==> src/rtl/dmem_arb_pkg.sv <==
// Shared types and constants for the data-memory arbiter.
package dmem_arb_pkg;

  typedef enum logic [1:0] {
    ARB_OPEN    = 2'd0,
    ARB_LOCK    = 2'd1,
    ARB_RELEASE = 2'd2
  } arb_state_t;

  // Access size encoding in ctrl[1:0]; ctrl[ZEXT_BIT] selects zero-extension.
  localparam logic [1:0] MODE_BYTE = 2'b00;
  localparam logic [1:0] MODE_HALF = 2'b01;
  localparam logic [1:0] MODE_WORD = 2'b10;
  localparam int         ZEXT_BIT  = 2;

endpackage

==> src/rtl/dmem_arbiter.sv <==
// Two-port arbiter in front of the single-port data memory.
// The CPU port is combinational; port 1 is answered one cycle after grant.
//
// state       | meaning
// ------------+-----------------------------------------------------------
// ARB_OPEN    | normal arbitration, CPU first unless port 1 has starved
// ARB_LOCK    | port 1 owns memory for a burst, CPU always stalled
// ARB_RELEASE | one cycle where port 1 is held off so the CPU can proceed
module dmem_arbiter
  import dmem_arb_pkg::*;
#(
  parameter int DATA_WIDTH = 32,
  parameter int MAX_WAIT   = 4,
  parameter int BURST_MAX  = 8
) (
  input  logic                  clk,
  input  logic                  rst_n,
  input  logic                  cpu_req,
  input  logic                  cpu_we,
  input  logic [DATA_WIDTH-1:0] cpu_addr,
  input  logic [2:0]            cpu_ctrl,
  input  logic [DATA_WIDTH-1:0] cpu_wdata,
  output logic [DATA_WIDTH-1:0] cpu_rdata,
  output logic                  cpu_stall,
  input  logic                  p1_req,
  input  logic                  p1_we,
  input  logic [DATA_WIDTH-1:0] p1_addr,
  input  logic [2:0]            p1_ctrl,
  input  logic [DATA_WIDTH-1:0] p1_wdata,
  input  logic                  p1_lock,
  output logic                  p1_gnt,
  output logic                  p1_rvalid,
  output logic [DATA_WIDTH-1:0] p1_rdata,
  output logic [DATA_WIDTH-1:0] mem_a,
  output logic                  mem_we,
  output logic [2:0]            mem_ctrl,
  output logic [DATA_WIDTH-1:0] mem_wd,
  input  logic [DATA_WIDTH-1:0] mem_rd
);

  localparam int WW = $clog2(MAX_WAIT + 1);
  localparam int BW = $clog2(BURST_MAX + 1);
  localparam logic [WW-1:0] WAIT_SAT = WW'(MAX_WAIT);
  localparam logic [BW-1:0] BEAT_END = BW'(BURST_MAX);

  arb_state_t            state_q, state_d;
  logic [WW-1:0]         wait_q, wait_d;
  logic [BW-1:0]         beat_q, beat_d;
  logic                  rvalid_q, rvalid_d;
  logic [DATA_WIDTH-1:0] rdata_q, rdata_d;
  logic                  cpu_gnt;
  logic                  p1_g;

  // Grant decode; nothing is granted while reset is held.
  always_comb begin
    cpu_gnt = 1'b0;
    p1_g    = 1'b0;
    if (rst_n) begin
      unique case (state_q)
        ARB_OPEN: begin
          p1_g    = p1_req & (~cpu_req | (wait_q == WAIT_SAT));
          cpu_gnt = cpu_req & ~p1_g;
        end
        ARB_LOCK:    p1_g    = p1_req;
        ARB_RELEASE: cpu_gnt = cpu_req;
        default: ;
      endcase
    end
  end

  // Next state, starvation and burst counters, port-1 response.
  always_comb begin
    state_d  = state_q;
    wait_d   = wait_q;
    beat_d   = beat_q;
    rvalid_d = p1_g;
    rdata_d  = p1_g ? mem_rd : rdata_q;
    unique case (state_q)
      ARB_OPEN: begin
        if (p1_g) begin
          wait_d = '0;
        end else if (p1_req && (wait_q != WAIT_SAT)) begin
          wait_d = wait_q + WW'(1);
        end
        if (p1_g && p1_lock) begin
          beat_d  = BW'(1);
          state_d = (BURST_MAX == 1) ? ARB_RELEASE : ARB_LOCK;
        end
      end
      ARB_LOCK: begin
        if (p1_g) begin
          wait_d = '0;
          beat_d = beat_q + BW'(1);
        end
        if (!p1_lock) begin
          state_d = ARB_OPEN;
        end else if (p1_g && (beat_d == BEAT_END)) begin
          state_d = ARB_RELEASE;
        end
      end
      ARB_RELEASE: begin
        wait_d  = '0;
        state_d = ARB_OPEN;
      end
      default: state_d = ARB_OPEN;
    endcase
  end

  // State register with synchronous active-low reset.
  always_ff @(posedge clk) begin
    if (!rst_n) begin
      state_q  <= ARB_OPEN;
      wait_q   <= '0;
      beat_q   <= '0;
      rvalid_q <= 1'b0;
      rdata_q  <= '0;
    end else begin
      state_q  <= state_d;
      wait_q   <= wait_d;
      beat_q   <= beat_d;
      rvalid_q <= rvalid_d;
      rdata_q  <= rdata_d;
    end
  end

  // Memory mux: the CPU port drives address/control whenever port 1 is not granted.
  assign mem_a     = p1_g ? p1_addr  : cpu_addr;
  assign mem_ctrl  = p1_g ? p1_ctrl  : cpu_ctrl;
  assign mem_wd    = p1_g ? p1_wdata : cpu_wdata;
  assign mem_we    = ((p1_g & p1_we) | (cpu_gnt & cpu_we)) & rst_n;

  assign cpu_rdata = mem_rd;
  assign cpu_stall = cpu_req & ~cpu_gnt;
  assign p1_gnt    = p1_g;
  assign p1_rvalid = rvalid_q;
  assign p1_rdata  = rdata_q;

endmodule
==> config.mk <==
export PLATFORM = sky130hd
export DESIGN_NAME = dmem_arbiter
export DESIGN_NICKNAME = d
export VERILOG_FILES = /design/src/rtl/dmem_arb_pkg.sv /design/src/rtl/dmem_arbiter.sv
export SDC_FILE = /design/constraint.sdc
export NUM_CORES = 1
export LEC_CHECK = 0
export BUFFER_PORTS_ARGS = -buffer_cell sky130_fd_sc_hd__buf_2
export CAP_MARGIN = 20
export CORE_AREA = 2 2 121 123
export DETAILED_ROUTE_END_ITERATION = 12
export DIE_AREA = 0 0 123 125
export PLACE_DENSITY = 0.55
export RECOVER_POWER = 50
export SETUP_SLACK_MARGIN = 0.2
export SYNTH_ARGS = -nofsm -noshare
export SYNTH_HDL_FRONTEND = slang
export SYNTH_SLANG_ARGS = --single-unit
==> constraint.sdc <==
create_clock -name clk -period 5.5 [get_ports clk]
set_input_delay 1.1 -clock clk [delete_from_list [all_inputs] [get_ports clk]]
set_output_delay 1.1 -clock clk [all_outputs]
set_load 0.005 [all_outputs]
Word level (Yosys, flattened, before mapping)
Index checks and enable logic that the tools add are counted.
{"block": "word_totals", "in_bits": 173, "word_cells": 55, "out_inout_bits": 135, "ff_bits": 42}
{"block": "op_classes", "n_mux": 19, "n_eq_ne": 9, "reduce_logical": 9, "bitwise": 11, "add_sub_neg": 2}
{"operator": "$mux W32", "count": 2}
{"operator": "$mux W3", "count": 4}
{"operator": "$mux W4", "count": 3}
{"operator": "$ne A3 B3 Y1 const B", "count": 3}
{"operator": "$pmux W3 S3", "count": 1}
{"operator": "$pmux W4 S2", "count": 1}
{"operator": "$and A1 B1 Y1", "count": 6}
{"operator": "$mux W2", "count": 3}
{"operator": "$add A4 B1 Y4 const B", "count": 1}
{"operator": "$eq A4 B4 Y1 const B", "count": 1}
{"operator": "$ne A2 B2 Y1 const B", "count": 2}
{"operator": "$pmux W1 S2", "count": 2}
{"operator": "$pmux W2 S2", "count": 1}
{"operator": "$reduce_and A2 Y1", "count": 2}
{"operator": "$add A3 B1 Y3 const B", "count": 1}
{"operator": "$eq A3 B3 Y1 const B", "count": 1}
{"operator": "$logic_and A1 B1 Y1", "count": 3}
{"operator": "$not A1 Y1", "count": 3}
{"operator": "$reduce_and A3 Y1", "count": 1}
{"operator": "$reduce_bool A3 Y1", "count": 1}
{"operator": "$eq A2 B1 Y1 const B", "count": 1}
{"operator": "$eq A2 B2 Y1 const B", "count": 1}
{"operator": "$logic_not A2 Y1", "count": 1}
{"operator": "$mux W1", "count": 2}
{"operator": "other kinds (2)", "count": 3}

Depth between registers and ports, before layout
Gate-level depths: netlist (run 1).
{"block": "depth", "depth_word": 12, "depth_mapped": 10, "ltp_nobuf": 7}

Worst setup path after synthesis (run 1)
No wires, ideal clock.
{"block": "synth_timing", "path_type": "input to output", "startpoint": "input port rst_n", "endpoint": "output port mem_a[10]", "stages": 7, "required_time_ns": 4.400, "slack_ns": 2.418, "arrival_time_ns": 1.982, "path_buffers": 2, "cell_sequence": "nand2_1 > a311o_1 > inv_2 > buf_4 > buf_2 > nand2_1 > nand2_1"}
{"block": "synth_via", "elab_chain_len": 2}
{"item": "from (decl)", "line": "dmem_arbiter.sv:17", "rtl": "input logic rst_n,"}
{"item": "$mux W1", "line": "dmem_arbiter.sv:58", "rtl": "if (rst_n) begin"}
{"item": "$mux W32", "line": "dmem_arbiter.sv:127", "rtl": "assign mem_a = p1_g ? p1_addr : cpu_addr;"}
{"item": "to (decl)", "line": "dmem_arbiter.sv:34", "rtl": "output logic [DATA_WIDTH-1:0] mem_a,"}
No other way between the ends.

Worst setup path after layout (run 1)
{"block": "layout_timing", "startpoint": "input port rst_n", "endpoint": "output port cpu_stall"}
{"block": "layout_via", "elab_chain_len": 3}
{"item": "$mux W1", "line": "dmem_arbiter.sv:58"}
{"item": "$not A1 Y1", "line": "dmem_arbiter.sv:133", "rtl": "assign cpu_stall = cpu_req & ~cpu_gnt;"}
{"item": "$and A1 B1 Y1", "line": "dmem_arbiter.sv:133"}
{"item": "to (decl)", "line": "dmem_arbiter.sv:24", "rtl": "output logic cpu_stall,"}
No other way between the ends.

==> results of run 1 <==
## cell families (layout without fill, tap and decap cells)
logic type,count (synthesis),in the layout
DFF,42,42
adders and majority gates,6,6
AOI/OAI and AO/OA,62,62
other,0,3
xor gates and xnor gates,1,1
muxes,2,2
buffers and inverters,72,330
and+or+nand+nor,296,296
## path summary, 6_finish.rpt
| path | from | end | cells past startpoint |
|---|---|---|---|
| setup reg to reg | state_q[1] | p1_rdata[18] | 8 |
| setup / recovery | rst_n | cpu_stall | 5 |
| hold reg to reg | p1_rdata[11] | p1_rdata[11] | 2 |
| hold / removal | p1_rdata[11] | p1_rdata[11] | 2 |
## layout by cell type (no fill, tap or decap), types with 2 or more instances in the layout
cell type	synthesis	routed
nand3_1	6	6
a211oi_1	2	2
diode_2	0	3
nand3b_1	2	2
clkbuf_1	10	40
nand2b_1	2	2
inv_1	8	8
clkbuf_16	0	5
mux2i_1	2	2
ha_1	6	6
dfxtp_1	42	42
o22ai_1	3	3
buf_2	17	267
nor4_1	2	2
o21ai_0	6	6
o21a_1	2	2
a21boi_0	2	2
buf_4	35	4
nand2_1	278	278
a21oi_1	38	38
## state kept, by name, summed over array words and instances (netlist names)
signal,count
p1_rvalid,1
wait_q,3
state_q,2
p1_rdata,32
beat_q,4
## where the power goes
group          internal [mW]  leakage (nW)  switching, mW  total, mW
clock                  0.217        0.0820          0.129      0.347
sequential             0.318         0.342        0.00781      0.326
combinational          0.126          2.00          0.138      0.263
total                  0.661          2.42          0.275      0.936
## worst max-delay path, delay by kind of cell
kind / cells / cell delay [ns]
AO/OA/AOI/OAI: 1 / 0.28
buffers and inverters: 4 / 1.78
## per-stage QoR
step                setup WS [ns]  hold slack (ns)
CTS                          1.69            0.452
global placement             1.70            0.440
detailed placement           1.70            0.443
finish                       1.24            0.451
floorplan                    2.42            0.451
global route                 1.07            0.469
## cell type report
cell class / count / area (um2) / share of cell area
repair buffers: 312 / 1520 / 0.342
clock inverters: 3 / 48.8 / 0.0110
clock buffers: 5 / 125 / 0.0282
multi-input cells: 367 / 1630 / 0.367
flip-flops and latches: 42 / 841 / 0.189
diodes: 3 / 7.51 / 0.00169
inverters: 10 / 38.8 / 0.00873
well taps: 184 / 230 / 0.0518
## routing by layer
layer / routed length (um) / vias to the layer above / share of wire
met5: 0 / - / 0
met4: 221 / 0 / 0.019
met1: 4650 / 1598 / 0.41
li1: - / 1999 / -
met3: 1120 / 13 / 0.098
met2: 5420 / 193 / 0.47
==> flow_summary.ini, run 1 <==
[logic_synthesis]
synth.distinct_cells = 34
synth_top_area_frac = 0.361
synth.area.top_cells = nand2_1 (36%), dfxtp_1 (29%), buf_4 (9.1%)
synth_simple_gate_area_share = 0.400
synth_top_family_by_area = simple AND/OR/NAND/NOR gates
synth_edf_count = 0
synth_most_common_cell = nand2_1
yosysWarnings = 0
ys_seq_elements = 42
synth-main-ff-cell = dfxtp_1
yosys.area_share.xor_xnor = 0.00303
synth-compound-area-share = 0.128
yosysTopAreaCell = nand2_1
postSynthCellCount = 481
ys_top_cells_by_count = nand2_1 (278), dfxtp_1 (42), a21oi_1 (38)
seq_area_frac_synth = 0.291
async_reset_ff_frac = 0
synth_area_um2 = 2890
syn_avg_cell_area_um2 = 6.01
syn_nets = 660
yosys.area_share.adder = 0.0260
synth.mux.area_fraction = 0.00692

[route]
totalWireLength_um = 11400
vias = 3803
remaining_drc_errors = 0
firstDrtPassIters = 4
routedWlPerCell_um = 12.3
ant_nets = 0
viasPerCell = 4.11
drt_iter0_markers = 156

[floorplanning]
start_util = 0.204
core_area_um2 = 14200
die_h_um = 125
dieArea_um2 = 15400
rows = 44
ios = 308
die_w_um = 123

[power_and_ir_drop]
ir_drop_mv = 0.148
power_uw = 936
p_leak_nw = 2.42
power_density_nw_per_um2 = 211

[cts]
cts_buffers = 5
ctsHoldBuffers = 0
cts-root-buf = clkbuf_16
insertion_delay_ns = 0.29
cts_tree = done
cts_sinks = 42
cts_resized = 0
postCtsSetupRepairBufs = 0
htree_levels = 2
clk_pin_slew_ns = 0.06
cts_buffer_depth = 2

[grt]
grt_max_degree = 59
grt-busiest-layer = met2
grt_pass1_vias = 3411
grt_antenna_before_repair = 2
grt_usage = 0.137
met2_usage = 0.240
grt_use_met1 = 0.159
grt_overflow_total = 0
grt_pass1_wl_um = 16700
grt_use_met3 = 0.0328

[final_layout]
fin_area_um2 = 4440
fillCellCount = 1672
final_cells = 926
fin_nets = 917
fin_util = 0.313
area_delta_synth_final_pct = 53.5
drive_above_1_share = 0.384

[sta]
rsz0062_at_grt = false
fmax_ghz = 0.235
hold_violations = 0
setup_violations = 0
finalCriticalPeriod_ns = 4.26
skew_ns = 0.00806
maxSlewViolCount = 39
tns_ns = 0
period_share = 0.774
worstMarginPinSlew_ns = 1.87
relSlewSlack = -0.244

[status]
violations = max-capacitance violations, max-slew violations
status = complete, but fails checks

[setup_path]
critical_path_required_ns = 4.40
start_kind = primary input
max_stage_delay_ns = 1.34
arrival_ns = 3.16
crit_type = primary input to primary output
crit_slowest_cell = clkbuf_1
cp-end-kind = primary output
cp_common_cell = clkbuf_1
cp_max_fo = 38
r2r_setup_slack_ns = 3.12
path_cells = clkbuf_1 -> inv_1 -> clkbuf_1 -> o21a_1 -> buf_2

[hold_path]
hp-class = register to register

[placement]
dp_cells = 915
gp_congestion = 0.771
place_area_um2 = 4310
dp_hpwl_um = 9110
port_buffers = 307

[job]
cap_violations = 1
Power figures use the tool's default switching activity.
==> run 2: changes to the inputs <==
ABC_AREA = 1   (was unset)
CORE_AREA = 2 2 119 121   (was 2 2 121 123)
DIE_AREA = 0 0 121 123   (was 0 0 123 125)
PLACE_DENSITY = 0.57   (was 0.55)
clock period = 4.4 ns   (was 5.5 ns; I/O delays follow)
==> run 2 against run 1 <==
  * The flow now finishes without violations
  * Clock power is 20% higher
  * Design area shrank 1.2%
  * Non-clock buffer count is 1 lower
  * Cell count grew 0.32%
  * Via count shrank 1.2%
  * Wire length fell by 1.9%
  * Power grew 75%
  * Largest cell class unchanged
  * Utilization rose by 0.96 points
  * Global-route usage is 0.58 points lower
  * Die area fell by 3.2%
  * Clock-buffer cell count grew 1
  * Combinational power rose to 2.9 times the previous value
==> flow_summary.ini, run 2 <==
[logic_synthesis]
synth_area_um2 = 2890
synth.distinct_cells = 30
syn_avg_cell_area_um2 = 5.93
synth_most_common_cell = nand2_1
syn_nets = 667
ys_top_cells_by_count = nand2_1 (227), nor2_1 (71), dfxtp_1 (42)
synth-main-ff-cell = dfxtp_1
ys_seq_elements = 42
synth_edf_count = 0
synth_top_area_frac = 0.295
seq_area_frac_synth = 0.291
async_reset_ff_frac = 0
synth.area.top_cells = nand2_1 (29%), dfxtp_1 (29%), buf_4 (10%)
yosysWarnings = 0
yosysTopAreaCell = nand2_1
postSynthCellCount = 488

[setup_path]
reg2reg_to = wait_q[2]
r2r_cells = 11
r2r_setup_slack_ns = 1.02
path_cells = inv_1 -> ha_1 -> nor2_1 -> nor2_1 -> nand2_4 -> buf_4 -> clkbuf_1 -> nand3_1 -> o21ai_2 -> o21ai_0 -> nor3b_2
cp_common_cell = nor2_1
crit_start = state_q[0]
max_stage_delay_ns = 0.98
cp_max_fo = 72
rr_startpoint = state_q[0]
crit_type = register to register
arrival_ns = 3.55
path_depth = 11
crit_family = buffers and inverters
start_kind = register
cp-endpoint = wait_q[2]
crit_slowest_cell = clkbuf_1
critical_path_required_ns = 4.57
critPathBufInv = 3
cp-end-kind = register

[grt]
grt_max_degree = 75
grt_pass1_wl_um = 15500
grt_pass1_vias = 3150
grt_usage = 0.131
grt_antenna_before_repair = 0
grt_overflow_total = 0

[sta]
finalCriticalPeriod_ns = 3.38
tns_ns = 0
skew_ns = 0.00473
hold_violations = 0
maxSlewViolCount = 0
setup_violations = 0
rsz0062_at_grt = false
period_share = 0.768
fmax_ghz = 0.296
relSlewSlack = 0.172
worstMarginPinSlew_ns = 1.24

[power_and_ir_drop]
p_leak_nw = 2.48
ir_drop_mv = 0.233
power_mw = 1.64
power_density_nw_per_um2 = 374

[route]
viasPerCell = 4.05
totalWireLength_um = 11200
ant_nets = 0
firstDrtPassIters = 4
remaining_drc_errors = 0
routedWlPerCell_um = 12.1
drt_iter0_markers = 173
vias = 3759

[cts]
clk_pin_slew_ns = 0.06
insertion_delay_ns = 0.28
cts_buffer_depth = 2
ctsHoldBuffers = 0
htree_levels = 2
cts_buffers = 5
cts-root-buf = clkbuf_16
cts_resized = 0
postCtsSetupRepairBufs = 0
cts_sinks = 42
cts_tree = done

[final_layout]
final_cell_mix = buf_2 (267), nand2_1 (227), nor2_1 (73)
largest_reg_flops = 32
layout_commonest_cell = buf_2
fin_util = 0.322
fillCellCount = 1563
drive_above_1_share = 0.381
fin_nets = 927
fin_area_um2 = 4390
final_cells = 929
area_delta_synth_final_pct = 51.8
antennaDiodeCount = 0

[floorplanning]
dieArea_um2 = 14900
start_util = 0.212
rows = 43
core_area_um2 = 13600
die_w_um = 121
die_h_um = 123
ios = 308

[placement]
port_buffers = 307
gp_congestion = 0.753
place_area_um2 = 4290
dp_hpwl_um = 8960
dp_cells = 921

[status]
status = completed

[hold_path]
hp-class = register to register

[job]
cap_violations = 0
-- run 2: tightest hold or removal path: stages (launching register included) --
cell     delay [ns]
dfxtp_1        0.32
nor2_1         0.04
nor2_1         0.08
-- run 2: logic make-up after synthesis --
| group | Yosys count | share of synthesized area |
|---|---|---|
| and+or+nand+nor | 315 | 0.428 |
| buffers and inverters | 75 | 0.161 |
| AOI/OAI and AO/OA | 50 | 0.0952 |
| DFF | 42 | 0.291 |
| adders and majority gates | 6 | 0.0260 |
-- run 2: area by class of cell --
| cell class | count | area [um2] | area share |
|---|---|---|---|
| multi-input combinational | 371 | 1580 | 0.359 |
| timing repair buffer | 311 | 1510 | 0.345 |
| sequential | 42 | 841 | 0.192 |
| tap | 180 | 225 | 0.0513 |
| clock buffer | 6 | 129 | 0.0294 |
| inverter | 17 | 66.3 | 0.0151 |
| clock inverter | 2 | 37.5 | 0.00855 |
-- run 2: metal layers --
| layer | routed length, um | global-route usage |
|---|---|---|
| met1 | 4600 | 0.159 |
| met2 | 5510 | 0.237 |
| met3 | 982 | 0.0258 |
| met4 | 99 | 0.0327 |
| met5 | 0 | 0 |
-- run 2: stage by stage --
step	setup slack [ns]	hold slack (ns)
after floorplan	1.88	0.455
after global placement	1.26	0.456
after detailed placement	1.24	0.466
after CTS	1.17	0.480
after global routing	0.576	0.496
final	1.02	0.475
-- run 2: worst min path at each step --
| stage | slack, ns | from | endpoint | depth (start not counted) |
|---|---|---|---|---|
| 2_1_floorplan | 0.46 | beat_q[1] | beat_q[1] | 2 |
| 3_3_place_gp | 0.46 | p1_rdata[6] | p1_rdata[6] | 2 |
| 3_5_place_dp | 0.47 | p1_rdata[16] | p1_rdata[16] | 2 |
| 4_1_cts | 0.48 | p1_rdata[16] | p1_rdata[16] | 2 |
| 5_1_grt | 0.50 | p1_rdata[16] | p1_rdata[16] | 2 |
| 6_report | 0.47 | p1_rdata[18] | p1_rdata[18] | 2 |
-- run 2: power by group --
group	switching, mW	internal (mW)	total [mW]	leakage, nW
clock network	0.147	0.268	0.415	0.0771
logic	0.438	0.314	0.752	2.06
registers	0.0323	0.442	0.474	0.343
total	0.618	1.02	1.64	2.48
